$ cat src/rtl/pipe_pkg.sv
// Shared pipeline definitions: address/instruction widths, opcode field,
// halt opcode, the fetch-to-decode word and the fetch halt states.
package pipe_pkg;

   localparam int unsigned PC_W    = 8;
   localparam int unsigned INSTR_W = 16;
   localparam int unsigned OPC_MSB = 15;
   localparam int unsigned OPC_LSB = 12;

   localparam logic [3:0] OPC_HLT = 4'hF;

   // One fetched instruction together with the address it came from
   typedef struct packed {
      logic [INSTR_W-1:0] instr;
      logic [PC_W-1:0]    pc;
   } fetch_word_t;

   typedef enum logic [1:0] {
      HS_RUN,
      HS_DRAIN,
      HS_HALTED
   } halt_state_t;

   function automatic logic is_hlt(input logic [INSTR_W-1:0] word);
      return word[OPC_MSB:OPC_LSB] == OPC_HLT;
   endfunction

endpackage

$ cat src/rtl/fetch_unit_if.sv
// Fetch stage bus: instruction memory read port plus the decode-facing
// instruction stream and the redirect/stall controls.
//   master : fetch side (drives memory request and instruction stream)
//   slave  : environment side (memory, decode, execute)
interface fetch_unit_if;
   import pipe_pkg::*;

   logic               imem_req;
   logic [PC_W-1:0]    imem_addr;
   logic [INSTR_W-1:0] imem_rdata;
   logic               stall;
   logic               redirect;
   logic [PC_W-1:0]    redirect_pc;
   logic [INSTR_W-1:0] instr;
   logic [PC_W-1:0]    instr_pc;
   logic               instr_valid;
   logic               halted;

   modport master (
      output imem_req, imem_addr, instr, instr_pc, instr_valid, halted,
      input  imem_rdata, stall, redirect, redirect_pc
   );

   modport slave (
      input  imem_req, imem_addr, instr, instr_pc, instr_valid, halted,
      output imem_rdata, stall, redirect, redirect_pc
   );

endinterface

$ cat src/rtl/fetch_skid_buf.sv
// Two-entry FIFO holding fetched {instr, pc} words while decode stalls.
//   clk, rst   : clock, synchronous active-high reset
//   push       : write push_data at the tail
//   pop        : drop the head entry
//   flush      : empty the buffer (wins over push/pop)
//   count      : number of valid entries, 0..2
//   head       : oldest entry (zero after reset)
module fetch_skid_buf
   import pipe_pkg::*;
(
   input  logic        clk,
   input  logic        rst,
   input  logic        push,
   input  fetch_word_t push_data,
   input  logic        pop,
   input  logic        flush,
   output logic [1:0]  count,
   output fetch_word_t head
);

   fetch_word_t entry_q [2];
   logic        wr_ptr_q;
   logic        rd_ptr_q;
   logic [1:0]  count_q;

   always_ff @(posedge clk) begin
      if (rst) begin
         entry_q[0] <= '0;
         entry_q[1] <= '0;
         wr_ptr_q   <= 1'b0;
         rd_ptr_q   <= 1'b0;
         count_q    <= 2'd0;
      end else if (flush) begin
         wr_ptr_q <= 1'b0;
         rd_ptr_q <= 1'b0;
         count_q  <= 2'd0;
      end else begin
         if (push) begin
            entry_q[wr_ptr_q] <= push_data;
            wr_ptr_q          <= ~wr_ptr_q;
         end
         if (pop) begin
            rd_ptr_q <= ~rd_ptr_q;
         end
         case ({push, pop})
            2'b10:   count_q <= count_q + 2'd1;
            2'b01:   count_q <= count_q - 2'd1;
            default: count_q <= count_q;
         endcase
      end
   end

   assign count = count_q;
   assign head  = entry_q[rd_ptr_q];

endmodule

$ cat src/rtl/fetch_unit.sv
// Instruction fetch stage: PC generation, credit-based memory requests,
// skid buffering and redirect flush. A response arriving with an empty
// buffer is forwarded straight to decode, giving 1-cycle fetch latency.
// Optional halt behaviour is built when FETCH_HALT_EN is defined;
// otherwise halted is tied low and HLT words pass through as data.
//   clk, rst : clock, synchronous active-high reset
//   bus      : fetch_unit_if.master (imem_req/addr/rdata, stall, redirect,
//              redirect_pc, instr, instr_pc, instr_valid, halted)
module fetch_unit
   import pipe_pkg::*;
#(
   parameter logic [PC_W-1:0] RESET_PC = '0
) (
   input  logic         clk,
   input  logic         rst,
   fetch_unit_if.master bus
);

   logic [PC_W-1:0] pc_q;
   logic [PC_W-1:0] req_pc_q;
   logic            inflight_q;
   logic [1:0]      count;
   fetch_word_t     head;
   fetch_word_t     push_data;
   logic            issue_stop;
   logic            discard;
   logic            resp_live;
   logic            bypass;
   logic            pop;
   logic            buf_pop;
   logic            push;
   logic            issue;
   logic [2:0]      occupancy;

   // In-flight response counts as the buffer tail for valid and credit
   assign resp_live = inflight_q && !discard;
   assign bypass    = (count == 2'd0) && resp_live;

   assign bus.instr_valid = (count != 2'd0) || resp_live;
   assign bus.instr       = bypass ? bus.imem_rdata : head.instr;
   assign bus.instr_pc    = bypass ? req_pc_q       : head.pc;

   assign pop     = bus.instr_valid && !bus.stall && !bus.redirect;
   assign buf_pop = pop && !bypass;
   assign push    = resp_live && !bus.redirect && !(pop && bypass);

   // Credit: never let buffered + outstanding words exceed two
   assign occupancy = 3'(count) + 3'(resp_live) - 3'(pop);
   assign issue     = !rst && !bus.redirect && !issue_stop && (occupancy < 3'd2);

   assign bus.imem_req  = issue;
   assign bus.imem_addr = pc_q;

   assign push_data = '{instr: bus.imem_rdata, pc: req_pc_q};

   // PC and outstanding-request tracking
   always_ff @(posedge clk) begin
      if (rst) begin
         pc_q       <= RESET_PC;
         req_pc_q   <= '0;
         inflight_q <= 1'b0;
      end else begin
         inflight_q <= issue;
         if (bus.redirect) begin
            pc_q <= bus.redirect_pc;
         end else if (issue) begin
            pc_q     <= pc_q + PC_W'(1);
            req_pc_q <= pc_q;
         end
      end
   end

   fetch_skid_buf u_skid (
      .clk       (clk),
      .rst       (rst),
      .push      (push),
      .push_data (push_data),
      .pop       (buf_pop),
      .flush     (bus.redirect),
      .count     (count),
      .head      (head)
   );

`ifdef FETCH_HALT_EN
   halt_state_t state_q;
   halt_state_t state_d;
   logic        hlt_arrive;

   assign hlt_arrive = resp_live && !bus.redirect && is_hlt(bus.imem_rdata);

   always_ff @(posedge clk) begin
      if (rst) begin
         state_q <= HS_RUN;
      end else begin
         state_q <= state_d;
      end
   end

   // HLT forwarded and accepted in its arrival cycle skips DRAIN;
   // in DRAIN the HLT is the last buffered entry.
   always_comb begin
      state_d = state_q;
      case (state_q)
         HS_RUN: begin
            if (hlt_arrive) begin
               state_d = (pop && bypass) ? HS_HALTED : HS_DRAIN;
            end
         end
         HS_DRAIN: begin
            if (bus.redirect) begin
               state_d = HS_RUN;
            end else if (buf_pop && (count == 2'd1)) begin
               state_d = HS_HALTED;
            end
         end
         HS_HALTED: state_d = HS_HALTED;
         default:   state_d = HS_RUN;
      endcase
   end

   assign issue_stop = (state_q != HS_RUN);
   assign bus.halted = (state_q == HS_HALTED);
`else
   assign issue_stop = 1'b0;
   assign bus.halted = 1'b0;
`endif

   // Once fetch stops, any response still returning is younger than HLT
   assign discard = issue_stop;

endmodule

$ cat src/flat_wrapper.sv
// flat-port wrapper written by rule: the top's interface ports become plain ports
module fetch_unit_flat import pipe_pkg::*;
#(
   parameter logic [PC_W-1:0] RESET_PC = '0
)
  (clk, rst, bus_imem_req, bus_imem_addr, bus_instr, bus_instr_pc, bus_instr_valid, bus_halted, bus_imem_rdata, bus_stall, bus_redirect, bus_redirect_pc);
  fetch_unit_if bus_i ();
  input  logic clk;
  input  logic rst;
  output wire logic [$bits(bus_i.imem_req)-1:0] bus_imem_req;
  output wire logic [$bits(bus_i.imem_addr)-1:0] bus_imem_addr;
  output wire logic [$bits(bus_i.instr)-1:0] bus_instr;
  output wire logic [$bits(bus_i.instr_pc)-1:0] bus_instr_pc;
  output wire logic [$bits(bus_i.instr_valid)-1:0] bus_instr_valid;
  output wire logic [$bits(bus_i.halted)-1:0] bus_halted;
  input wire logic [$bits(bus_i.imem_rdata)-1:0] bus_imem_rdata;
  input wire logic [$bits(bus_i.stall)-1:0] bus_stall;
  input wire logic [$bits(bus_i.redirect)-1:0] bus_redirect;
  input wire logic [$bits(bus_i.redirect_pc)-1:0] bus_redirect_pc;
  assign bus_imem_req = bus_i.imem_req;
  assign bus_imem_addr = bus_i.imem_addr;
  assign bus_instr = bus_i.instr;
  assign bus_instr_pc = bus_i.instr_pc;
  assign bus_instr_valid = bus_i.instr_valid;
  assign bus_halted = bus_i.halted;
  assign bus_i.imem_rdata = bus_imem_rdata;
  assign bus_i.stall = bus_stall;
  assign bus_i.redirect = bus_redirect;
  assign bus_i.redirect_pc = bus_redirect_pc;
  fetch_unit #(.RESET_PC(RESET_PC)) u_core (.clk(clk), .rst(rst), .bus(bus_i));
endmodule
$ cat config.mk
export PLATFORM = sky130hd
export DESIGN_NAME = fetch_unit_flat
export DESIGN_NICKNAME = d
export VERILOG_FILES = /design/src/rtl/pipe_pkg.sv /design/src/rtl/fetch_unit_if.sv /design/src/rtl/fetch_skid_buf.sv /design/src/rtl/fetch_unit.sv /design/src/flat_wrapper.sv
export SDC_FILE = /design/constraint.sdc
export NUM_CORES = 1
export LEC_CHECK = 0
export ABC_AREA = 1
export ABC_CLOCK_PERIOD_IN_PS = 4180
export CORE_MARGIN = 2
export CORE_UTILIZATION = 35
export CTS_BUF_LIST = sky130_fd_sc_hd__clkbuf_4 sky130_fd_sc_hd__clkbuf_8
export CTS_CLUSTER_SIZE = 8
export DETAILED_ROUTE_END_ITERATION = 6
export PLACE_DENSITY_LB_ADDON = 0.12
export SKIP_CTS_REPAIR_TIMING = 1
export SLEW_MARGIN = 10
export SYNTH_ARGS = -nofsm -noshare
export SYNTH_HDL_FRONTEND = slang
export SYNTH_SLANG_ARGS = --single-unit
$ cat constraint.sdc
create_clock -name clk -period 4.18 [get_ports clk]
set_input_delay 1.254 -clock clk [delete_from_list [all_inputs] [get_ports clk]]
set_output_delay 1.254 -clock clk [all_outputs]
set_load 0.01 [all_outputs]
==> impl_metrics.ini <==
[critical_path]
cp.buffers_inverters = 2
reg2reg_to = u_core.bus.imem_addr[7]
cp.required_ns = 2.93
worst_setup_path_end_kind = primary output
crit_type = input pin to primary output
crit_chain = clkbuf_2 -> nor3_2 -> ha_1 -> or2_4 -> fa_2 -> nand3_4 -> nor2_8 -> buf_6
crit_fanout = 2
start_kind = input pin
cp_top_family = adder cells
reg2reg_depth = 14
critical_path.slowest_cell = fa_2
endpoint = bus_imem_req
path_depth = 8
crit_start = bus_redirect
rrSetupSlack_ns = 1.56
crit_arrival_ns = 2.88
r2r_start = u_core.u_skid.count[0]
critPathMaxStageDelay_ns = 0.56

[yosys]
synth_top_family_by_area = simple AND/OR/NAND/NOR gates
synthFlopType = edfxtp_1
yosys.area_share.simple_pct = 21.6
syn_inst = 402
synth.mux.area_fraction_pct = 0
ys_warn_count = 0
synthAdderAreaFrac_pct = 1.62
synth_edf_count = 48
avgSynthCellArea_um2 = 8.81
synth.distinct_cells = 34
synth-compound-area-share_pct = 12.1
synth_seq_cells = 70
synth.net_count = 434
ys_seq_area_share_pct = 53.1
synth_xor_area_share_pct = 0.494
async_flop_share_pct = 0
synthesis.area_um2 = 3540

[cts]
cts.htree.levels = 3
cts_tree = built
cts-root-buf = clkbuf_8
clkSinkCount = 70
numCtsBuffers = 9
cts_max_path_buffers = 2
clk_pin_slew_worst_paths_ns = 0.07
clock_latency_ns = 0.34

[drt]
dr.pass1.iters = 4
drtIter0Drc = 96
vias_per_cell = 4.59
drc = 0
vias = 2784
wl_per_cell_um = 12.4
antenna_left = 0
wl_um = 7510

[place]
gp_congestion = 0.700
place_ws_ns = -0.844
hpwl_um = 5050
io_buffers = 61
dpl-instance-area_um2 = 4310
dp_cells = 590

[floorplan]
io_pins = 63
core.rowCount = 36
core_area_um2 = 9820
die_h_um = 105
dieArea_um2 = 10900
initial_core_util_pct = 36.1
die_w_um = 105

[global_routing]
grt_use_met3_pct = 2.74
overflow = 0
grt_use_met2_pct = 24.4
met1_usage_pct = 17.4
grt_max_degree = 49
grt_pass1_vias = 2701
top_usage_layer = met2
grt_pass1_wl_um = 12400
grtUsageTotal_pct = 14.1
grt_antenna_before_repair = 0

[sta]
slew_headroom_pct = 64.5
min_period_over_period_pct = 98.8
finalHoldViolations = 0
skew_ns = 0.00666
whs_ns = 0.495
finalCriticalPeriod_ns = 4.13
worstMarginPinSlew_ns = 0.531
max_freq_mhz = 242
tns_ns = 0
finalSetupViolCount = 0
post-route-worst-setup-slack_ns = 0.0508
drv_slew = 0

[cells_and_area]
layout_common_cells = 67 x inv_1, 66 x nand2_1, 64 x nor2_1
layout_commonest_cell = inv_1
syn2layout_area_growth_pct = 26.8
stdcell_count = 607
design_area_um2 = 4490
final_core_util_pct = 45.7
num-fill-cells = 1015
multi_input_area_um2 = 1290
post_route_cells_drive_above_1_share_pct = 11.0
antenna_cells = 0
finalNetCount = 501
register_area_um2 = 1880

[worst_hold_path]
hold_class = register to register

[pwr]
power_density_nw_per_um2 = 332
power.total_mw = 1.49
p_leak_nw = 1.77
irDropWorstVdd_mv = 0.185

[flow_run]
cap_violations = 0

[outcome]
status = finished, final reports clean
worst min-delay path: cells and delay by family (launching register included):
family / cells / cell delay [ns]
compound gates: 1 / 0.07
buf+inv: 1 / 0.09
flops: 1 / 0.30
area by class of cell:
class	count	area share [%]
clock buffers	14	3.73
multi-input cells	244	28.7
well taps	133	3.70
flip-flops and latches	70	41.9
inverters	69	5.77
clock inverters	2	0.223
repair buffers	75	16.0
sequential cells by signal, indices dropped and copies added, names as in the netlist, named ones only:
register,count
u_core.u_skid.entry_q,48
u_core.u_skid.count,2
u_core.inflight_q,1
u_core.u_skid.rd_ptr_q,1
u_core.u_skid.wr_ptr_q,1
u_core.req_pc_q,8
u_core.bus.imem_addr,8
synth_stat cells (2+ instances only):
cell,n,area (um^2)
inv_1,67,251
nor2_4,3,33.8
edfxtp_1,48,1440
nand3_1,13,65.1
a21boi_0,2,15.0
o211ai_1,24,180
o21ai_0,31,155
nor2_2,2,12.5
ha_1,3,37.5
clkbuf_1,6,22.5
inv_2,2,7.51
nand2_1,67,251
nand2_4,2,22.5
buf_2,6,30.0
nor3b_1,2,15.0
buf_6,6,67.6
nor3_1,4,20.0
nor2_1,64,240
dfxtp_1,22,440
nand3_4,3,52.6
a21oi_1,12,60.1
logic make-up after synthesis:
kind of cell,count (synthesis)
simple gates,165
buf+inv,88
compound gates,72
flops,70
fa+ha+maj,4
xor+xnor,2
other cells,1
worst min-delay path by stage:
stage | from | to | slack, ns | cells after the start
3_5_place_dp | u_core.req_pc_q[2] | u_core.req_pc_q[2] | 0.49 | 2
2_1_floorplan | u_core.req_pc_q[1] | u_core.req_pc_q[1] | 0.46 | 2
6_report | u_core.req_pc_q[2] | u_core.req_pc_q[2] | 0.49 | 2
4_1_cts | u_core.req_pc_q[2] | u_core.req_pc_q[2] | 0.50 | 2
3_3_place_gp | u_core.req_pc_q[2] | u_core.req_pc_q[2] | 0.49 | 2
5_1_grt | u_core.req_pc_q[4] | u_core.req_pc_q[4] | 0.55 | 2
power by group:
| part | internal (mW) | total, mW | leakage [nW] | switching, mW |
|---|---|---|---|---|
| logic | 0.103 | 0.206 | 1.00 | 0.104 |
| clock network | 0.257 | 0.500 | 0.0981 | 0.243 |
| registers | 0.769 | 0.785 | 0.674 | 0.0162 |
| total | 1.13 | 1.49 | 1.77 | 0.363 |
routing by layer:
layer / vias to the layer above / share of wire (%)
li1: 1434 / -
met1: 1278 / 46
met2: 61 / 48
met3: 11 / 4.2
met4: 0 / 1.6
met5: - / 0
(Power assumes the default switching activity.)
==> edit 1: new RTL, same settings <==
Set the package constant `PC_W` to 12 (it was 8).
--- a/src/rtl/pipe_pkg.sv
+++ b/src/rtl/pipe_pkg.sv
@@ -2,7 +2,7 @@
 // halt opcode, the fetch-to-decode word and the fetch halt states.
 package pipe_pkg;
 
-   localparam int unsigned PC_W    = 8;
+   localparam int unsigned PC_W    = 12;
    localparam int unsigned INSTR_W = 16;
    localparam int unsigned OPC_MSB = 15;
    localparam int unsigned OPC_LSB = 12;
Ports: changed (resized bus_imem_addr, bus_instr_pc and bus_redirect_pc); port bits go from 63 to 75. No check against the original RTL was run, so the function may have changed too.
==> edit 1 against the unedited design <==
- the flow now finishes with violations (design-rule violations)
- critical endpoint unchanged
- routed wire length is 23% higher
- final cell count rose by 16%
- sequential share of layout area rose by 1.6 points
- critical path depth rose by 2
- clock power increased by 17%
- power up 20%
- die area up 17%
- worst setup slack better by 0.020 ns
- largest power group unchanged
- sequential cell count grew 16
- final area up 17%
- area after synthesis increased by 18%
==> edit 1: results (changes against the unedited design) <==
Yosys
  – Number of flops mapped to enable cells by yosys: 56 (+17%)
  – Mapped Nets: 523 (+21%)
  – Synth cell count leaders: 80 x inv_1, 78 x nor2_1, 71 x nand2_1
  – Yosys warns: 0 (unchanged)
  – Post-synth ARST share: 0% (unchanged)
  – Syn avg cell area: 8.57 µm² (-2.8%)
  – Synth top area cells: edfxtp_1 40%, dfxtp_1 14%, inv_1 7.2%, nor2_1 7.0%, nand2_1 6.4%
  – Post-synth cell types: 30 (-12%)
  – Seq/Total Area, Yosys: 54.7% (+1.6 points)

CTS
  – Worst-Skew Late Latency: 0.35 ns
  – H-tree depth: 3 (unchanged)
  – CTS Buf Count: 9 (unchanged)
  – Clk buf depth: 2 (unchanged)
  – Clock root buffer: clkbuf_8
  – Clock Pin Slew Worst Setup and Hold Paths: 0.08 ns

STA
  – Slew headroom: 47.8% (-17 points)
  – Max Clock Skew: 0.0107 ns (+0.00402 ns)

Power and ir drop
  – Peak supply drop: 0.128 mV (-30%)
  – Clock Power: 0.000584 W (+17%)
  – P_sw: 0.000429 W (+18%)
  – Leak: 2.04 nW (+15%)
  – Pint: 0.00136 W (+21%)
  – Combinational cell power: 0.000245 W (+19%)

Global route
  – Global-route wire length before repair: 15400 µm (+24%)
  – Initial antenna violation count: 0 (unchanged)
  – Vias in the first global route: 3152 (+17%)
  – Total GRT Usage: 15.2% (+1.1 points)
  – Largest net degree at the start of global routing: 48 (-2.0%)

Placed design
  – Dpl cells: 690 (+17%)
  – Post-DP Area: 5040 µm² (+17%)
  – Final Wtd Congestion: 0.784 (+12%)
  – PortBufs: 73 (+20%)
  – Setup WS pre-CTS: -0.825 ns (+0.0184 ns)
  – Final HPWL DP: 5940 µm (+18%)

Route
  – DRC errors left: 7 (+7)
  – DR pass1 iterations: 6 (+2)
  – Drt via density: 4.66 (+1.6%)
  – Initial DRC count: 215 (+120%)
  – Via count: 3291 (+18%)
  – WL final: 9260 µm (+23%)

Cells and area
  – Largest reg by FF count: u_core.u_skid.entry_q
  – Layout cells sized above 1: 8.88% (-2.1 points)
  – Area grow syn2layout: 25.7%
  – Max FFs per register: 56 (+17%)
  – Final-layout fill cell count: 1143 (+13%)
  – Diodes inserted: 0 (unchanged)
  – Nets@finish: 594 (+19%)

Worst hold path
  – Worst min-delay path class: flop to flop

Critical path
  – Top delay family on crit path: adder cells
  – Crit path largest cell delay: 0.51 ns (-0.05 ns)
  – CP max-delay cell: fa_1
  – CP Data Arrival Time: 2.85 ns (-0.03 ns)
  – Critical path peak fanout: 2 (unchanged)

Outcome
  – Failing checks: design-rule violations
  – Status: complete, but fails checks
## edit 1: cell types whose count changed in the layout (fill, tap and decap cells not counted), moves of 5 or more
cell / unedited run / this run
o21ai_0: 31 / 47
a21oi_1: 12 / 26
nor2_1: 64 / 78
clkdlybuf4s50_1: 58 / 70
inv_1: 67 / 79
edfxtp_1: 48 / 56
dfxtp_1: 22 / 29
o211ai_1: 24 / 29
## edit 1: logic make-up after synthesis
| kind of cell | count (synthesis) | synth area share [%] |
|---|---|---|
| AND/OR/NAND/NOR | 178 | 17.6 |
| buffers and inverters | 109 | 10.9 |
| AO/OA/AOI/OAI | 106 | 14.7 |
| flip-flops | 86 | 54.7 |
| adder cells (fa/ha/maj) | 4 | 1.38 |
| XOR/XNOR | 3 | 0.630 |
| other | 1 | 0.0898 |
## edit 1: final cells by class
cell class                 instances  area share [%]
multi-input combinational        292            27.6
clock buffer                      16            3.84
sequential                        86            43.5
inverter                          85            6.13
tap                              143            3.41
timing repair buffer              84            15.5
## edit 1: routing by layer
layer | track usage [%] | share of wire [%] | vias to the layer above
met5 | 0 | 0 | -
met4 | 6.42 | 1.8 | 0
met3 | 2.79 | 5.2 | 12
met2 | 24.4 | 45 | 78
met1 | 20.2 | 48 | 1481
li1 | - | - | 1720
## edit 1: path summary, 6_finish.rpt
check	from	end	slack, ns	cells past startpoint
worst max register to register	u_core.u_skid.count[1]	u_core.bus.imem_addr[5]	1.22	15
worst min register to register	u_core.u_skid.rd_ptr_q	flop	0.48	2
worst max-delay path	bus_redirect	bus_imem_req	0.07	10
worst min-delay path	u_core.u_skid.rd_ptr_q	flop	0.48	2
==> edit 2: new RTL, same flow settings <==
Made on the original files. Build with the macro `FETCH_HALT_EN` defined.
--- a/src/rtl/fetch_unit.sv
+++ b/src/rtl/fetch_unit.sv
@@ -6,6 +6,8 @@
 //   clk, rst : clock, synchronous active-high reset
 //   bus      : fetch_unit_if.master (imem_req/addr/rdata, stall, redirect,
 //              redirect_pc, instr, instr_pc, instr_valid, halted)
+`define FETCH_HALT_EN
+
 module fetch_unit
    import pipe_pkg::*;
 #(
Check against the original RTL: not equivalent (Yosys sat finds a counterexample within 4 cycles, from zero or initial values and one cycle with rst high).
==> edit 2 against the unedited design <==
- power is 2.4% higher
- highest routed layer unchanged
- worst setup slack worse by 0.034 ns
- sequential share of layout area is 0.23 points lower
- global-route usage hardly changed
- sequential cell count is 2 higher
- final area is 2.7% higher
- worst hold slack better by 0.0072 ns
- final cell count is 1.6% higher
- routed wire length is 0.79% higher
- critical path depth is 2 higher
- area after synthesis is 3.6% higher
- non-clock buffer count is 1 lower
- critical path type unchanged
==> edit 2: results (changes against the unedited design) <==
Yosys
  – Synth Instances: 409 (+1.7%)
  – Synth top area cells: edfxtp_1 39%, dfxtp_1 13%, inv_1 7.0%, nand2_1 6.2%, nor2_1 5.6%
  – Yosys warns: 0 (unchanged)
  – Number of flops mapped to enable cells by yosys: 48 (unchanged)
  – Post-synth ARST share: 0% (unchanged)
  – Mapped Nets: 443 (+2.1%)
  – Post-synth cell types: 30 (-12%)
  – Seq/Total Area, Yosys: 52.4% (-0.74 points)
  – Synth cell count leaders: 68 x inv_1, 61 x nand2_1, 55 x nor2_1

Worst hold path
  – Hold Path Origin: u_core.bus.imem_addr[4]
  – Worst min-delay path class: flop to flop

STA
  – Worst Tran Pin Value: 0.585 ns (+0.0537 ns)
  – Max Clock Skew: 0.0116 ns (+0.00498 ns)

Critical path
  – Top delay family on crit path: adder cells
  – Worst r2r src: u_core.u_skid.count[1]
  – Critical path origin: bus_stall
  – Critical path peak fanout: 2 (unchanged)
  – Crit path largest cell delay: 0.54 ns (-0.02 ns)
  – CP Data Arrival Time: 2.91 ns (+0.03 ns)

Outcome
  – Status: finished clean

Placed design
  – Final HPWL DP: 4940 µm (-2.1%)
  – PortBufs: 62 (+1.6%)
  – Final Wtd Congestion: 0.800 (+14%)
  – Dpl cells: 599 (+1.5%)

Route
  – Drt via density: 4.49 (-2.0%)
  – Initial DRC count: 96 (unchanged)
  – DR pass1 iterations: 6 (+2)
  – Mean routed wirelength per cell: 12.3 µm (-0.85%)

Global route
  – Largest net degree at the start of global routing: 51 (+4.1%)
  – Global-route wire length before repair: 12600 µm (+1.8%)
  – Total GRT Usage: 14.1% (-0.031 points)
  – Vias in the first global route: 2684 (-0.63%)
  – Initial antenna violation count: 0 (unchanged)

Cells and area
  – Largest reg by FF count: u_core.u_skid.entry_q
  – Diodes inserted: 0 (unchanged)
  – Fin cells: 617 (+1.6%)
  – Layout cells sized above 1: 12.3% (+1.3 points)
  – Nets@finish: 510 (+1.8%)

Power and ir drop
  – Peak supply drop: 0.119 mV (-35%)
  – PD cells: 331 nW/µm² (-0.33%)
  – Pint: 0.00114 W (+0.80%)
  – Leak: 1.78 nW (+0.53%)

CTS
  – Clock Pin Slew Worst Setup and Hold Paths: 0.07 ns (about the same)
  – CTS Buf Count: 9 (unchanged)
  – Clk buf depth: 2 (unchanged)
  – Worst-Skew Late Latency: 0.34 ns (about the same)
  – H-tree depth: 3 (unchanged)
## edit 2: cell families (layout without fill, tap and decap cells)
group                      Yosys count  after routing  share of synthesized area, %
buffers and inverters               87            159                          10.4
and+or+nand+nor                    159            159                          21.1
xor gates and xnor gates             5              5                          1.19
adders and majority gates            6              6                          2.25
AOI/OAI and AO/OA                   80             80                          12.8
DFF                                 72             72                          52.4
## edit 2: path summary, 6_finish.rpt
path | cells past startpoint | to | slack, ns
max | 10 | bus_imem_req | 0.02
min | 2 | u_core.bus.imem_addr[4] | 0.50
max reg2reg | 15 | u_core.bus.imem_addr[1] | 1.35
min reg2reg | 2 | u_core.bus.imem_addr[4] | 0.50
## edit 2: stage by stage
step / TNS, ns / util (%) / hold slack, ns / worst slack (ns) / cell area, µm²
after floorplan: 0 / - / 0.457 / 0.00703 / 3680
after global placement: -0.813 / 43.2 / 0.489 / -0.813 / 4420
after detailed placement: -0.830 / 43.2 / 0.492 / -0.830 / 4420
after CTS: -0.832 / 44.8 / 0.506 / -0.832 / 4590
after global routing: -0.0359 / 45.1 / 0.539 / -0.0359 / 4610
final: 0 / 45.1 / 0.502 / 0.0170 / 4610
## edit 2: power by group through the flow
stage | logic [W] | clock network [W] | registers (W)
2_1_floorplan | 0.000133 | 0 | 0.000824
3_3_place_gp | 0.000252 | 0 | 0.000825
3_5_place_dp | 0.000253 | 0 | 0.000826
4_1_cts | 0.000254 | 0.000484 | 0.000810
5_1_grt | 0.000280 | 0.000514 | 0.000814
6_report | 0.000251 | 0.000465 | 0.000810
## edit 2: layout make-up
class | instances | area [µm²]
Clock buffer | 11 | 139
Clock inverter | 5 | 25.0
Fill cell | 1032 | 5620
Inverter | 69 | 259
Multi-Input combinational cell | 250 | 1380
Sequential cell | 72 | 1920
Tap cell | 136 | 170
Timing Repair Buffer | 74 | 714
## edit 2: worst reg2reg max path, cell delays in order, from the launching register on
cell     delay, ns
dfxtp_1       0.39
inv_1         0.11
ha_1          0.27
a21oi_2       0.16
ha_1          0.23
or2_4         0.23
fa_2          0.35
inv_1         0.06
nand2_1       0.06
nand3_2       0.11
nor2_4        0.05
buf_4         0.12
buf_4         0.18
nor2_1        0.22
nand2_1       0.08
a21oi_1       0.14
## edit 2: routing by layer
| layer | global-route usage, % | share of wire (%) | up-vias | wire [µm] |
|---|---|---|---|---|
| li1 | - | - | 1467 | - |
| met1 | 18.0 | 46 | 1240 | 3500 |
| met2 | 23.6 | 48 | 58 | 3620 |
| met3 | 2.64 | 4.5 | 8 | 339 |
| met4 | 5.36 | 1.4 | 0 | 104 |
| met5 | 0 | 0 | - | 0 |
